File: src/rtl/stopwatch_ctrl.sv
`default_nettype none
// ============================================================================
// Module  : stopwatch_ctrl
// Brief   : Run/stop/lap/clear controller for the 4-digit stopwatch chain.
// Rev     : 1.0  initial release
// ============================================================================
module stopwatch_ctrl #(
  parameter int TICK_DIV  = 100000,
  parameter int DB_CYCLES = 10000
) (
  input  logic       clk,
  input  logic       rst,
  input  logic       btn_ss,
  input  logic       btn_lap,
  input  logic       btn_clr,
  input  logic [3:0] cnt0,
  input  logic [3:0] cnt1,
  input  logic [3:0] cnt2,
  input  logic [3:0] cnt3,
  output logic       cin0,
  output logic       cnt_rst,
  output logic [3:0] disp0,
  output logic [3:0] disp1,
  output logic [3:0] disp2,
  output logic [3:0] disp3,
  output logic       run_led,
  output logic       lap_led,
  output logic       ovf_led
);

  localparam int PW = (TICK_DIV > 1) ? $clog2(TICK_DIV) : 1;
  localparam int DW = (DB_CYCLES > 1) ? $clog2(DB_CYCLES) : 1;
  localparam logic [PW-1:0] c_pre_last = PW'(TICK_DIV - 1);
  localparam logic [DW-1:0] c_db_last  = DW'(DB_CYCLES - 1);
  localparam logic [15:0]   c_cnt_max  = 16'hF999;

  typedef enum logic [2:0] {
    ST_IDLE  = 3'd0,
    ST_RUN   = 3'd1,
    ST_LAP   = 3'd2,
    ST_PAUSE = 3'd3,
    ST_OVF   = 3'd4
  } state_e;

  logic [2:0] btn_raw;
  logic [2:0] press;

  assign btn_raw = {btn_clr, btn_lap, btn_ss};

  // Index 0 = start/stop, 1 = lap, 2 = clear.
  for (genvar b = 0; b < 3; b++) begin : g_btn
    logic          meta_q;
    logic          sync_q;
    logic          level_q;
    logic          level_prev_q;
    logic [DW-1:0] db_cnt_q;

    always_ff @(posedge clk) begin
      if (!rst) begin
        meta_q       <= 1'b0;
        sync_q       <= 1'b0;
        level_q      <= 1'b0;
        level_prev_q <= 1'b0;
        db_cnt_q     <= '0;
      end else begin
        meta_q       <= btn_raw[b];
        sync_q       <= meta_q;
        level_prev_q <= level_q;
        if (sync_q == level_q) begin
          db_cnt_q <= '0;
        end else if (db_cnt_q == c_db_last) begin
          level_q  <= sync_q;
          db_cnt_q <= '0;
        end else begin
          db_cnt_q <= db_cnt_q + 1'b1;
        end
      end
    end

    assign press[b] = level_q & ~level_prev_q;
  end

  logic p_ss;
  logic p_lap;
  logic p_clr;

  assign p_clr = press[2];
  assign p_ss  = press[0] & ~press[2];
  assign p_lap = press[1] & ~press[0] & ~press[2];

  state_e        state_q, state_d;
  logic [PW-1:0] presc_q, presc_d;
  logic [15:0]   lap_q, lap_d;
  logic [15:0]   cnt_all;
  logic          running;
  logic          tick_due;
  logic          at_max;
  logic          clr_pulse;

  assign cnt_all  = {cnt3, cnt2, cnt1, cnt0};
  assign running  = (state_q == ST_RUN) || (state_q == ST_LAP);
  assign tick_due = running && (presc_q == c_pre_last);
  assign at_max   = (cnt_all == c_cnt_max);

  always_comb begin
    state_d   = state_q;
    presc_d   = presc_q;
    lap_d     = lap_q;
    clr_pulse = 1'b0;

    case (state_q)
      ST_IDLE: begin
        if (p_clr)     clr_pulse = 1'b1;
        else if (p_ss) state_d   = ST_RUN;
      end
      ST_RUN: begin
        if (tick_due && at_max) begin
          state_d = ST_OVF;
        end else if (p_ss) begin
          state_d = ST_PAUSE;
        end else if (p_lap) begin
          state_d = ST_LAP;
          lap_d   = cnt_all;
        end
      end
      ST_LAP: begin
        if (tick_due && at_max) state_d = ST_OVF;
        else if (p_ss)          state_d = ST_PAUSE;
        else if (p_lap)         state_d = ST_RUN;
      end
      ST_PAUSE: begin
        if (p_clr) begin
          clr_pulse = 1'b1;
          state_d   = ST_IDLE;
        end else if (p_ss) begin
          state_d = ST_RUN;
        end
      end
      ST_OVF: begin
        if (p_clr) begin
          clr_pulse = 1'b1;
          state_d   = ST_IDLE;
        end
      end
      default: state_d = ST_IDLE;
    endcase

    // A suppressed tick at F999 leaves the prescaler parked at its last value.
    if (running) begin
      if (!tick_due)    presc_d = presc_q + 1'b1;
      else if (!at_max) presc_d = '0;
    end

    if (clr_pulse) begin
      presc_d = '0;
      lap_d   = '0;
    end
  end

  always_ff @(posedge clk) begin
    if (!rst) begin
      state_q <= ST_IDLE;
      presc_q <= '0;
      lap_q   <= '0;
    end else begin
      state_q <= state_d;
      presc_q <= presc_d;
      lap_q   <= lap_d;
    end
  end

  assign cin0    = rst & tick_due & ~at_max;
  assign cnt_rst = rst & ~clr_pulse;

  assign {disp3, disp2, disp1, disp0} = (state_q == ST_LAP) ? lap_q : cnt_all;

  assign run_led = running;
  assign lap_led = (state_q == ST_LAP);
  assign ovf_led = (state_q == ST_OVF);

endmodule
`default_nettype wire

File: config.mk
export PLATFORM = sky130hd
export DESIGN_NAME = stopwatch_ctrl
export DESIGN_NICKNAME = d
export VERILOG_FILES = /design/src/rtl/stopwatch_ctrl.sv
export SDC_FILE = /design/constraint.sdc
export NUM_CORES = 1
export LEC_CHECK = 0
export CORE_MARGIN = 4
export CORE_UTILIZATION = 30
export DETAILED_ROUTE_END_ITERATION = 10
export GPL_TIMING_DRIVEN = 0
export MAX_ROUTING_LAYER = met4
export SYNTH_ARGS = -nofsm -noshare
export SYNTH_HDL_FRONTEND = slang
export SYNTH_SLANG_ARGS = --single-unit
File: constraint.sdc
create_clock -name clk -period 2.8 [get_ports clk]
set_input_delay 0.28 -clock clk [delete_from_list [all_inputs] [get_ports clk]]
set_output_delay 0.28 -clock clk [all_outputs]
set_load 0.005 [all_outputs]
=== Word level (Yosys, flattened, before mapping) ===
Cells that the tools add are included.

* Memory bits (writable): 0
* Input port bits: 21
* Memories kept: 0
* Bits in latches: 0
* Bits in read-only memories: 0
* Bits in registers: 90

* Bitwise operators: 22
* Multipliers: 0
* Muxes and demuxes: 16
* Magnitude comparators: 0
* Shifts and indexed selects: 0
* $add $sub $neg: 4
* Equal/unequal tests: 17
* Divide/modulo/power cells: 0
* Reductions and logical operators: 15

{| class="wikitable"
|+ Operators with widths
! operator !! count
|-
| adder 14 x 1 -> 14 bit (second input constant) || 3
|-
| == test 14 bit (second input constant) || 3
|-
| two-way mux 17 bit || 2
|-
| two-way mux 3 bit || 10
|-
| adder 17 x 1 -> 17 bit (second input constant) || 1
|-
| == test 17 bit (second input constant) || 1
|-
| == test 16 bit (second input constant) || 1
|-
| two-way mux 16 bit || 1
|-
| case mux 3 bit (5 select lines) || 1
|-
| NOT 1 bit || 13
|-
| OR reduction 3 bit || 4
|-
| AND 1 bit || 9
|-
| AND reduction 2 bit || 4
|-
| AND reduction 4 bit || 2
|-
| == test 3 x 2 -> 1 bit (second input constant) || 2
|-
| != test 2 bit (second input constant) || 2
|-
| != test 4 x 1 -> 1 bit (second input constant) || 1
|-
| != test 4 x 3 -> 1 bit (second input constant) || 1
|-
| == test 1 bit || 3
|-
| == test 3 x 1 -> 1 bit (second input constant) || 1
|-
| == test 3 bit (second input constant) || 1
|-
| logical NOT 3 bit || 1
|-
| logical AND 1 bit || 2
|-
| two-way mux 1 bit || 2
|-
| 3 further kinds || 3
|}

=== Longest topological paths before layout ===
* Depth in word-level cells: 9
* Mapped depth: 8
* Mapped depth without buffers: 6

=== Worst setup path before layout ===
No wires, ideal clock.

* Path type: register to register
* From: reg presc_q[5]
* To: reg lap_q[0]
* Setup slack: 0.639 ns
* Arrival time: 2.038 ns
* Stages on the path, launching flop included: 7
* Required time: 2.678 ns
* Path through: dfxtp_1 or4b_1 or4_1 buf_2 o31ai_4 buf_6 o21ai_0

* Word-level cells in the longest chain between the ends: 5

{| class="wikitable"
|+ Ends and longest elaborated chain
! element !! RTL line !! RTL
|-
| start: declaration || 92 || <nowiki>logic [PW-1:0] presc_q, presc_d;</nowiki>
|-
| start signal: assignment || 167 || <nowiki>presc_q <= presc_d;</nowiki>
|-
| == test 17 bit || 102 || <nowiki>assign tick_due = running && (presc_q == c_pre_last);</nowiki>
|-
| logical AND 1 bit || 102 ||
|-
| logical AND 1 bit || 117 || <nowiki>if (tick_due && at_max) begin</nowiki>
|-
| NOT 1 bit (no source line) || -- ||
|-
| AND reduction 4 bit (no source line) || -- ||
|-
| end signal: assignment || 168 || <nowiki>lap_q <= lap_d;</nowiki>
|-
| end: declaration || 93 || <nowiki>logic [15:0] lap_q, lap_d;</nowiki>
|}

No other way between the ends.
A chain may end at the register's enable or synchronous reset.

=== Worst setup path in the final report ===
* From: reg presc_q[8]
* To: out cin0

* Word-level cells in the longest chain between the ends: 4

{| class="wikitable"
|+ Ends and longest elaborated chain
! element !! RTL line !! RTL
|-
| == test 17 bit || 102 ||
|-
| logical AND 1 bit || 102 ||
|-
| AND 1 bit (2 in a row) || 172 || <nowiki>assign cin0 = rst & tick_due & ~at_max;</nowiki>
|-
| end: declaration || 20 || <nowiki>output logic cin0,</nowiki>
|}

No other way between the ends.

==> flow_summary.json <==
{
  "hold_viol_final": 0,
  "fin_ws_ns": 0.102,
  "cp_top_family": "simple AND/OR/NAND/NOR gates",
  "drc_errors": 0,
  "dpl.hpwl_um": 6350,
  "yosysMostFrequentCell": "dfxtp_1",
  "cts-buffers-inserted": 9,
  "multi_input_area_um2": 2280,
  "hold_buffers": 0,
  "clockBufferDepth": 2,
  "design_area_um2": 5200,
  "synth_seq_cells": 90,
  "synth_top_cells_by_count": "90 x dfxtp_1, 58 x nor2_1, 34 x nand2_1, 33 x nand3_1, 24 x xor2_1",
  "setup_violations": 0,
  "cts_tree": "done",
  "synth_cell_types": 48,
  "drv_slew": 0,
  "syn_area_um2": 4200,
  "final_nets": 551,
  "firstDrtPassIters": 4,
  "irDropWorstVdd_mv": 0.268,
  "critPathBufInv": 2,
  "netlist.area_leader.share_pct": 42.9,
  "area_growth_pct": 23.9,
  "fin_worst_skew_ns": 0.0108,
  "row_count": 42,
  "placed_cell_area_um2": 4830,
  "maxCapViolCount": 0,
  "synth_top_area_cell": "dfxtp_1",
  "crit_chain": "or4b_1 -> or4_4 -> buf_6 -> nor2_4 -> and3_4 -> dlygate4sd2_1",
  "power_mw": 2.66,
  "min_path_type": "reg -> reg",
  "wl_per_cell_um": 12.4,
  "syn_inst": 471,
  "clockRootBuffer": "clkbuf_16",
  "synth_nets": 496,
  "avgSynthCellArea_um2": 8.92,
  "synth.area.top_cells": "dfxtp_1 43%, nor2_1 5.2%, xor2_1 5.0%",
  "cpMaxStageDelayCell": "or4b_1",
  "coreArea_um2": 13500,
  "gr-total-overflow": 0,
  "cp-end-kind": "output port",
  "vias": 3430,
  "dieArea_um2": 16000,
  "leakage_nw": 1.75,
  "n_antenna_cell": 0,
  "synth-warning-count": 0,
  "drive_gt1_share_pct": 14.9,
  "die_y_um": 126,
  "drtIter0Drc": 185,
  "fmax_mhz": 371,
  "finalSetupTns_ns": 0,
  "grt_pass1_wl_um": 15500,
  "fin_crit_ns": 2.70,
  "rsz0062_at_grt": "no",
  "relSlewSlack_pct": 65.8,
  "ys_seq_area_share_pct": 42.9,
  "die_w_um": 126,
  "io_pins": 42,
  "synth_enable_flop_cells": 0,
  "worstPathRequired_ns": 2.52,
  "clk_transition_reported_paths_ns": 0.07,
  "pre_cts_slack_ns": -0.0937,
  "clkLatencyLatePin_ns": 0.35,
  "track_usage_pct": 11.8,
  "status": "finished clean",
  "drt.antenna.violating_nets": 0,
  "dominantRegCellSynth": "dfxtp_1",
  "grt_pass1_vias": 3377,
  "critical_path_class": "reg -> out",
  "gp_congestion": 0.844,
  "antenna_found_initial": 0,
  "fin_crit_sh_pct": 96.4,
  "async_flop_share_pct": 0,
  "finalWirelength_um": 8780,
  "pwr_density_cell_nw_per_um2": 510,
  "crit_fanout": 7,
  "critPathMaxStageDelay_ns": 0.53,
  "vias_per_cell": 4.85,
  "critPathLaunchType": "register",
  "port_buffers": 41,
  "start_util_pct": 31.2,
  "worst_pin_slew_ns": 0.513,
  "grt_max_degree": 18,
  "fill_cells": 1405,
  "regArea_um2": 1810,
  "h-tree-depth": 3,
  "crit_arrival_ns": 2.42,
  "clock_sinks": 90
}
## cells in the final DEF (no fill, tap or decap), types with 10 or more instances in the layout
master           netlist  final
dfxtp_1               90     87
nor2_1                58     56
clkdlybuf4s50_1        0     40
nand2_1               34     34
nand3_1               33     33
xor2_1                24     24
xnor2_1               17     17
mux2_2                17     17
nand4_1               17     17
a21oi_1               16     16
o21ai_2               15     16
o21ai_0               15     14
and2_1                12     12
inv_1                 11     11
nor3_1                10     10
or3_1                 10     10
## flip-flops by register name (all words and copies together) (netlist names)
register and cells:
presc_q 17, g_btn.sync_q 3, g_btn.db_cnt_q 42, state_q 3
g_btn.meta_q 3, g_btn.level_prev_q 3, lap_q 16, g_btn.level_q 3
## through the flow
| step | std cells | util [%] | hold WS (ns) |
|---|---|---|---|
| floorplan | 471 | - | 0.407 |
| global placement | 688 | 35.9 | 0.416 |
| detailed placement | 688 | 35.9 | 0.424 |
| CTS | 704 | 38.3 | 0.439 |
| global route | 707 | 38.7 | 0.453 |
| finish | 707 | 38.7 | 0.436 |
## kinds of logic after synthesis
kind of cell               share of synthesized area, %
muxes                                              5.51
DFF                                                42.9
buffers and inverters                              3.48
xor gates and xnor gates                           8.55
and+or+nand+nor                                    28.0
AOI/OAI and AO/OA                                  10.4
adders and majority gates                          1.19
## metal layers
metal | track usage [%] | wire, µm | vias to the layer above
met1 | 14.2 | 4140 | 1607
met5 | - | 0 | -
li1 | - | - | 1771
met3 | 2.48 | 210 | 12
met2 | 19.5 | 4300 | 40
met4 | 4.42 | 131 | 0
## worst paths after layout
path                              start                    endpoint  cells past startpoint  slack [ns]
min reg2reg  g_btn[0].meta_q$_SDFF_PN0_  g_btn[0].sync_q$_SDFF_PN0_                      1        0.44
max             presc_q[8]$_SDFFE_PN0P_                        cin0                      6        0.10
min          g_btn[0].meta_q$_SDFF_PN0_  g_btn[0].sync_q$_SDFF_PN0_                      1        0.44
max reg2reg     presc_q[8]$_SDFFE_PN0P_    presc_q[16]$_SDFFE_PN0P_                      6        0.46
## where the power goes
group | internal [mW] | switching, mW
sequential | 1.28 | 0.00252
clock | 0.708 | 0.541
combinational | 0.0673 | 0.0517
total | 2.06 | 0.595
## worst register-to-register path: cells and delay by family (launching register included)
family | cells | cell delay [ns]
AO/OA/AOI/OAI | 2 | 0.47
AND/OR/NAND/NOR | 3 | 1.24
buffers and inverters | 1 | 0.16
flip-flops | 1 | 0.34
## layout make-up
cell class | instances | area share, %
multi-input combinational | 351 | 43.8
sequential | 90 | 34.7
timing repair buffer | 44 | 8.29
clock buffer | 9 | 4.33
tap | 176 | 4.23
buffer | 18 | 2.09
clock inverter | 7 | 1.68
inverter | 12 | 0.865
## what timing repair did
action / CTS / global route
endpoints found under the setup margin: 12 / 4
pin swaps: 0 / 1
gates resized for setup: 7 / 9
setup buffers: 0 / 3
(Power assumes the default switching activity.)
